`src/rtl/score_bcd_display.sv`:
```
// -----------------------------------------------------------------------------
// score_bcd_display
// Shows the game's high score in decimal on four active-low 7-segment digits.
// Binary-to-BCD conversion is sequential (shift-add-3, one bit per clock), and
// a new higher record flashes the display for FLASH_COUNT half-periods.
//
// Ports:
//   CLOCK_50    in   system clock
//   reset       in   asynchronous, active-high reset
//   toggle      in   block enable; 0 freezes every register
//   score       in   SCORE_W-bit high score from the game
//   blank_lz    in   1 = suppress leading zeros on HEX3..HEX1 (sampled in DONE)
//   HEX0..HEX3  out  ones..thousands digit, active-low, bit0=a .. bit6=g
//   busy        out  conversion in progress
//   new_record  out  record flash running
// -----------------------------------------------------------------------------
module score_bcd_display #(
    parameter int unsigned SCORE_W     = 11,
    parameter int unsigned FLASH_DIV   = 25000000,
    parameter int unsigned FLASH_COUNT = 6
) (
    input  logic               CLOCK_50,
    input  logic               reset,
    input  logic               toggle,
    input  logic [SCORE_W-1:0] score,
    input  logic               blank_lz,
    output logic [6:0]         HEX0,
    output logic [6:0]         HEX1,
    output logic [6:0]         HEX2,
    output logic [6:0]         HEX3,
    output logic               busy,
    output logic               new_record
);

    localparam int unsigned BCD_W  = 16;
    localparam int unsigned SR_W   = BCD_W + SCORE_W;
    localparam int unsigned CNT_W  = $clog2(SCORE_W + 1);
    localparam int unsigned DIV_W  = $clog2(FLASH_DIV + 1);
    localparam int unsigned HALF_W = $clog2(FLASH_COUNT + 1);

    localparam logic [6:0] SEG_ZERO  = 7'b1000000;
    localparam logic [6:0] SEG_BLANK = 7'b1111111;

    typedef enum logic [1:0] {
        S_IDLE  = 2'd0,
        S_SHIFT = 2'd1,
        S_DONE  = 2'd2
    } state_t;

    // Digit to active-low segment image.
    function automatic logic [6:0] seg7(input logic [3:0] d);
        case (d)
            4'd0:    seg7 = 7'b1000000;
            4'd1:    seg7 = 7'b1111001;
            4'd2:    seg7 = 7'b0100100;
            4'd3:    seg7 = 7'b0110000;
            4'd4:    seg7 = 7'b0011001;
            4'd5:    seg7 = 7'b0010010;
            4'd6:    seg7 = 7'b0000010;
            4'd7:    seg7 = 7'b1111000;
            4'd8:    seg7 = 7'b0000000;
            4'd9:    seg7 = 7'b0010000;
            default: seg7 = SEG_BLANK;
        endcase
    endfunction

    state_t               state_q, state_d;
    logic [SCORE_W-1:0]   shadow_q, shadow_d;
    logic [SCORE_W-1:0]   disp_q, disp_d;
    logic [SR_W-1:0]      sr_q, sr_d;
    logic [CNT_W-1:0]     cnt_q, cnt_d;
    logic                 busy_q, busy_d;
    logic                 rec_q, rec_d;
    logic                 phase_q, phase_d;
    logic [DIV_W-1:0]     div_q, div_d;
    logic [HALF_W-1:0]    half_q, half_d;
    logic [3:0][6:0]      img_q, img_d;
    logic [3:0][6:0]      hex_q, hex_d;

    logic [SR_W-1:0]      sr_adj;
    logic [3:0][3:0]      dig;
    logic [3:0][6:0]      img_new;
    logic                 lz1, lz2, lz3;
    logic                 start_flash;

    // Add-3 correction on every BCD nibble that is 5 or more.
    always_comb begin
        sr_adj = sr_q;
        for (int i = 0; i < 4; i++) begin
            if (sr_q[SCORE_W + 4*i +: 4] >= 4'd5) begin
                sr_adj[SCORE_W + 4*i +: 4] = sr_q[SCORE_W + 4*i +: 4] + 4'd3;
            end
        end
    end

    // Digit images from the finished BCD value, with optional leading-zero blanking.
    always_comb begin
        for (int i = 0; i < 4; i++) begin
            dig[i] = sr_q[SCORE_W + 4*i +: 4];
        end
        lz3 = (dig[3] == 4'd0);
        lz2 = lz3 && (dig[2] == 4'd0);
        lz1 = lz2 && (dig[1] == 4'd0);
        img_new[0] = seg7(dig[0]);
        img_new[1] = (blank_lz && lz1) ? SEG_BLANK : seg7(dig[1]);
        img_new[2] = (blank_lz && lz2) ? SEG_BLANK : seg7(dig[2]);
        img_new[3] = (blank_lz && lz3) ? SEG_BLANK : seg7(dig[3]);
    end

    // Next-state logic: conversion FSM, record detection and flash timing.
    always_comb begin
        state_d     = state_q;
        shadow_d    = shadow_q;
        disp_d      = disp_q;
        sr_d        = sr_q;
        cnt_d       = cnt_q;
        busy_d      = busy_q;
        rec_d       = rec_q;
        phase_d     = phase_q;
        div_d       = div_q;
        half_d      = half_q;
        img_d       = img_q;
        start_flash = 1'b0;

        case (state_q)
            S_IDLE: begin
                if (score != shadow_q) begin
                    shadow_d = score;
                    sr_d     = {BCD_W'(0), score};
                    cnt_d    = '0;
                    busy_d   = 1'b1;
                    state_d  = S_SHIFT;
                end
            end
            S_SHIFT: begin
                sr_d  = sr_adj << 1;
                cnt_d = cnt_q + CNT_W'(1);
                if (cnt_q == CNT_W'(SCORE_W - 1)) begin
                    state_d = S_DONE;
                end
            end
            S_DONE: begin
                img_d       = img_new;
                busy_d      = 1'b0;
                disp_d      = shadow_q;
                start_flash = (shadow_q > disp_q);
                state_d     = S_IDLE;
            end
            default: begin
                state_d = S_IDLE;
            end
        endcase

        // A new record restarts the flash; otherwise a running flash keeps counting.
        if (start_flash) begin
            rec_d   = 1'b1;
            div_d   = '0;
            half_d  = '0;
            phase_d = 1'b0;
        end else if (rec_q) begin
            if (div_q == DIV_W'(FLASH_DIV - 1)) begin
                div_d = '0;
                if (half_q == HALF_W'(FLASH_COUNT - 1)) begin
                    rec_d   = 1'b0;
                    phase_d = 1'b0;
                    half_d  = '0;
                end else begin
                    half_d  = half_q + HALF_W'(1);
                    phase_d = ~phase_q;
                end
            end else begin
                div_d = div_q + DIV_W'(1);
            end
        end

        hex_d = phase_d ? {4{SEG_BLANK}} : img_d;
    end

    // State registers; toggle low holds everything.
    always_ff @(posedge CLOCK_50 or posedge reset) begin
        if (reset) begin
            state_q  <= S_IDLE;
            shadow_q <= '0;
            disp_q   <= '0;
            sr_q     <= '0;
            cnt_q    <= '0;
            busy_q   <= 1'b0;
            rec_q    <= 1'b0;
            phase_q  <= 1'b0;
            div_q    <= '0;
            half_q   <= '0;
            img_q    <= {4{SEG_ZERO}};
            hex_q    <= {4{SEG_ZERO}};
        end else if (toggle) begin
            state_q  <= state_d;
            shadow_q <= shadow_d;
            disp_q   <= disp_d;
            sr_q     <= sr_d;
            cnt_q    <= cnt_d;
            busy_q   <= busy_d;
            rec_q    <= rec_d;
            phase_q  <= phase_d;
            div_q    <= div_d;
            half_q   <= half_d;
            img_q    <= img_d;
            hex_q    <= hex_d;
        end
    end

    assign HEX0       = hex_q[0];
    assign HEX1       = hex_q[1];
    assign HEX2       = hex_q[2];
    assign HEX3       = hex_q[3];
    assign busy       = busy_q;
    assign new_record = rec_q;

endmodule

```
`config.mk`:
```
export PLATFORM = sky130hd
export DESIGN_NAME = score_bcd_display
export DESIGN_NICKNAME = d
export VERILOG_FILES = /design/src/rtl/score_bcd_display.sv
export SDC_FILE = /design/constraint.sdc
export NUM_CORES = 1
export LEC_CHECK = 0
export ABC_AREA = 1
export CORE_ASPECT_RATIO = 1.1
export CORE_UTILIZATION = 50
export CTS_BUF_LIST = sky130_fd_sc_hd__clkbuf_8
export CTS_CLUSTER_SIZE = 12
export DETAILED_ROUTE_END_ITERATION = 12
export PLACE_DENSITY_LB_ADDON = 0.3
export SYNTH_ARGS = -nofsm -noshare
export SYNTH_HDL_FRONTEND = slang
export SYNTH_SLANG_ARGS = --single-unit
```
`constraint.sdc`:
```
create_clock -name CLOCK_50 -period 6.3 [get_ports CLOCK_50]
set_clock_uncertainty 0.2 [all_clocks]
set_input_delay 1.26 -clock CLOCK_50 [delete_from_list [all_inputs] [get_ports CLOCK_50]]
set_output_delay 1.26 -clock CLOCK_50 [all_outputs]
set_load 0.01 [all_outputs]
```
# Yosys cells after proc, flatten, opt, wreduce, memory -nomap -nowiden
# Memory sizes are Yosys's and may differ from the RTL's.
# Cells that the tools add are included.
# op_classes
magnitude_cmp,5
mux,34
addsub,7
reduce_logical,20
n_eq_ne,8
bitwise,1
# op_table
op,count
$mux W25,3
$mux W28,2
$pmux W27 S2,1
$mux W27,1
$add A25 B1 Y25 const B,1
$eq A25 B25 Y1 const B,1
$mux W7,3
$ge A4 B3 Y1 const B,4
$mux W4,4
$mux W3,5
$reduce_and A3 Y1,5
$add A4 B2 Y4 const B,3
$logic_not A4 Y1,3
$gt A11 B11 Y1,1
$ne A11 B11 Y1,1
$mux W1,10
$pmux W4 S2,1
$reduce_bool A2 Y1,4
$logic_and A1 B1 Y1,5
$add A4 B1 Y4 const B,1
$eq A4 B4 Y1 const B,1
$mux W2,2
$ne A2 B2 Y1 const B,2
$pmux W2 S2,1
other kinds (9),10
# word_totals
output_inout_bits,30
n_memories,4
elab_cells,97
rom_bits,448
in_bits,15
reg_bits,142
# mem_list
name,depth,width,rd,rd_ports_with_merged_regs,write_ports,line,source
(name not given),16,7,1,0,0,52,case (d)
(name not given),16,7,1,0,0,52,
(name not given),16,7,1,0,0,52,
(name not given),16,7,1,0,0,52,

# Longest topological paths before layout
# logic_depth
ltp_word,7
depth_mapped,15
depth_no_buf,13

# Worst setup path before layout
# No wires, ideal clock.
# synth_path
kind,input to register
start,input port score[5]
end,register sr_q[12]
setup_ps,131
slack_ps,3733
n_path_buf,1
t_arrival_ps,2236
t_required_ps,5969
path_stages,10
cell_sequence,inv_1 -> nand2_1 -> nand2_1 -> nor2_1 -> nand2_1 -> nor2_1 -> nand3_1 -> nand2_1 -> clkbuf_1 -> o21ai_0
# synth_between
elab_chain_cells,3
# synth_lines
element,line,source
from (decl),25,"input logic [SCORE_W-1:0] score,"
$ne A11 B11 Y1,127,if (score != shadow_q) begin
$ne A2 B2 Y1 (no source line),--,
$reduce_and A3 Y1 (no source line),--,
to (signal assigned),198,sr_q <= sr_d;
to (decl),70,"logic [SR_W-1:0] sr_q, sr_d;"
# Every way passes these cells.
# A chain may end at the register's enable or synchronous reset.

# Worst setup path after layout
# layout_path
start,input port toggle
end,register disp_q[5]
# layout_between
elab_chain_cells,1
# layout_lines
element,line,source
from (decl),24,"input logic toggle,"
$reduce_and A2 Y1 (no source line),--,
to (signal assigned),197,disp_q <= disp_d;
to (decl),69,"logic [SCORE_W-1:0] disp_q, disp_d;"
# Every way passes these cells.

==> flow_summary.toml <==
[clock_tree]
post_cts_resize_count = 0
post_cts_buffers = 0
tritoncts = "built"
clock-root-buffer = "clkbuf_8"
clockBufferDepth = 2
cts_hold_buf = 0
cts.htree.levels = 4
clk_latency_ns = 0.46
cts.sinks = 142
cts_buffers = 17
path_clk_slew_ns = 0.08

[setup_path]
rrSetupSlack_ns = 2.60
worst_ep_required_time_ns = 6.46
startpoint = "toggle"
startpoint_type = "primary input"
rr_endpoint = "HEX0[1]$_DFFE_PP0P_"
ff2ff_path_depth = 11
reg2reg_from = "state_q[0]$_DFFE_PP0P_"
crit_type = "in2reg"
critical_path.endpoint_type = "flip-flop"
cp_max_fo = 23
cp.arrival_ns = 4.04

[cells_and_area]
drive_above_1_share = 0.0630
nets = 1210
multi_input_comb_area_um2 = 4230
num_antenna_cells = 0
fin_cells = 1378
area.growth.synth_to_final_pct = 11.6
fillers = 1537
final-seq-area_um2 = 3560
final_util = 0.570

[sta]
tns_ns = 0
timing.final.ws_setup_ns = 2.42
drv_slew = 0
finalCriticalPeriod_ns = 3.88
post-route-period-util = 0.616
finalSetupViolCount = 0
tightest_slew_ns = 0.878
max-slew-margin-rel = 0.415
rsz0062_at_grt = "false"
hold_viol = 0
max_freq_ghz = 0.258

[placement]
place.gp.congestion = 0.910
place_hpwl_um = 13200
dp_slack_ns = 2.05
io_buffers = 44
dp_cells = 1346

[routing]
wl_per_cell_um = 14.0
dr_total_vias = 7310
first_pass_iters = 11
drtAntennaViolNets = 0
wl_met3_um = 711
routed_wl_um = 19300
via_per_inst = 5.30
wl_met2_um = 8740
drtIter0Drc = 511
highest_layer = "met4"
wirelength_met1_um = 9540
drc = 5

[synthesis]
synth_largest_area_cell = "dfrtp_1"
synth_seq_cells = 142
synthCells = 1134
synth.area.top_cells = "dfrtp_1 (40%), nand2_1 (16%), nor2_1 (5.8%)"
syn_nets = 1183
ys_seq_area_frac = 0.427
yosys_warnings = 0
yosysUniqueCellTypes = 39
yosys.area.top_type_share = 0.401
syn_area_um2 = 8350
synth_area_per_cell_um2 = 7.37

[pwr]
power.clock.fraction = 0.210
power.density_nw_per_um2 = 387
power.net_switching_mw = 1.40
comb_power_share = 0.375
netSwitchingFraction = 0.387
p_int_mw = 2.21
p_leak_nw = 4.57
p_seq_frac = 0.415
irDropWorstVdd_mv = 0.188

[floorplan]
die-width_um = 125
io_pins = 45
dieArea_um2 = 17200
rows = 49
die_y_um = 138
coreArea_um2 = 16400
start_util = 0.510

[run_status]
violations = "DRC"
outcome = "complete, but fails checks"

[global_routing]
antenna_found_initial = 0
grt_pass1_wl_um = 32200
grt_use_total = 0.235
grt.overflow.total = 0
grt_max_degree = 96
grt_pass1_vias = 6592

[min_path]
whs_endpoint = "img_q[20]$_DFFE_PP1P_"
hold_depth = 2
min-delay-start = "img_q[20]$_DFFE_PP1P_"
hold_path.class = "reg2reg"

[run]
drv_cap = 0
==> layout make-up <==
type / count / area share
Multi-Input combinational cell: 849 / 0.453
Timing Repair Buffer: 51 / 0.0529
Clock buffer: 20 / 0.0295
Sequential cell: 142 / 0.382
Clock inverter: 12 / 0.0144
Inverter: 100 / 0.0408
Tap cell: 204 / 0.0274
==> flip-flops by register name, summed over array words and instances, names as in the netlist <==
register	count
HEX2	7
HEX3	7
div_q	25
HEX1	7
sr_q	27
new_record	1
half_q	3
phase_q	1
busy	1
HEX0	7
state_q	2
img_q	28
cnt_q	4
disp_q	11
shadow_q	11
==> routing by layer <==
| metal | global-route usage | vias up |
|---|---|---|
| li1 | - | 3752 |
| met1 | 0.326 | 3392 |
| met2 | 0.370 | 142 |
| met3 | 0.0423 | 24 |
| met4 | 0.0813 | 0 |
| met5 | 0 | - |
==> worst max-delay path by stage <==
stage,to,slack [ns],depth (start not counted)
detailed placement,HEX2[0]$_DFFE_PP0P_,2.05,7
CTS,disp_q[5]$_DFFE_PP0P_,2.48,5
finish,disp_q[5]$_DFFE_PP0P_,2.42,5
floorplan,HEX0[0]$_DFFE_PP0P_,1.04,1
global placement,HEX2[0]$_DFFE_PP0P_,2.09,7
global route,disp_q[5]$_DFFE_PP0P_,2.21,6
==> placed cells by master (no fill, tap or decap), types with 15 or more instances in the layout <==
cell type,Yosys,final
nand3_1,83,83
ha_1,34,34
o211ai_1,21,21
dfrtp_1,134,134
nor2_1,128,128
nand2_1,358,358
clkdlybuf4s50_1,0,44
clkbuf_8,0,20
a21oi_1,34,34
a22oi_1,15,15
o21ai_0,68,68
nand4_1,29,29
inv_1,96,95
==> Yosys cell counts, drive strengths merged <==
library cell / count
and3: 1
ha: 34
nor3: 3
nand3: 84
a21boi: 8
dfrtp: 134
nand3b: 2
buf: 13
nand4: 29
a31oi: 2
clkbuf: 30
and2: 3
xor2: 7
a22o: 7
mux2i: 6
dfstp: 8
o21bai: 3
o211ai: 21
nand2b: 1
a22oi: 15
a21o: 3
nor2: 132
inv: 98
or2: 5
nand2: 371
a21oi: 34
xnor2: 8
clkinv: 2
o2111ai: 1
o21ai: 69
==> power groups by stage <==
stage / Combinational (mW) / Sequential, mW / Clock [mW]
detailed placement: 1.36 / 1.51 / 0
global placement: 1.31 / 1.50 / 0
CTS: 1.37 / 1.49 / 0.772
floorplan: 0.922 / 1.48 / 0
global route: 1.54 / 1.54 / 0.810
finish: 1.35 / 1.50 / 0.757
==> cells by family (layout without fill, tap and decap cells) <==
group / Yosys count / in the layout / synth area share
AO/OA/AOI/OAI: 163 / 163 / 0.117
adder cells (fa/ha/maj): 34 / 34 / 0.0509
buffers and inverters: 143 / 183 / 0.0677
XOR/XNOR: 15 / 15 / 0.0157
flip-flops: 142 / 142 / 0.427
AND/OR/NAND/NOR: 631 / 631 / 0.315
multiplexers: 6 / 6 / 0.00719
==> metrics by stage <==
stage | instance area (um2) | total power, mW | hold slack [ns]
final | 9330 | 3.61 | 0.272
after CTS | 9330 | 3.63 | 0.272
after detailed placement | 8920 | 2.87 | 0.261
after global routing | 9330 | 3.89 | 0.283
after floorplan | 8350 | 2.40 | 0.248
after global placement | 8920 | 2.81 | 0.256
==> critical path, stage by stage <==
cell and delay [ns]:
clkdlybuf4s50_1 1.02, inv_2 0.07, nor2_1 0.64, nand2_1 0.65
o21ai_0 0.39
No activity file was read; power rests on OpenSTA's default activity.
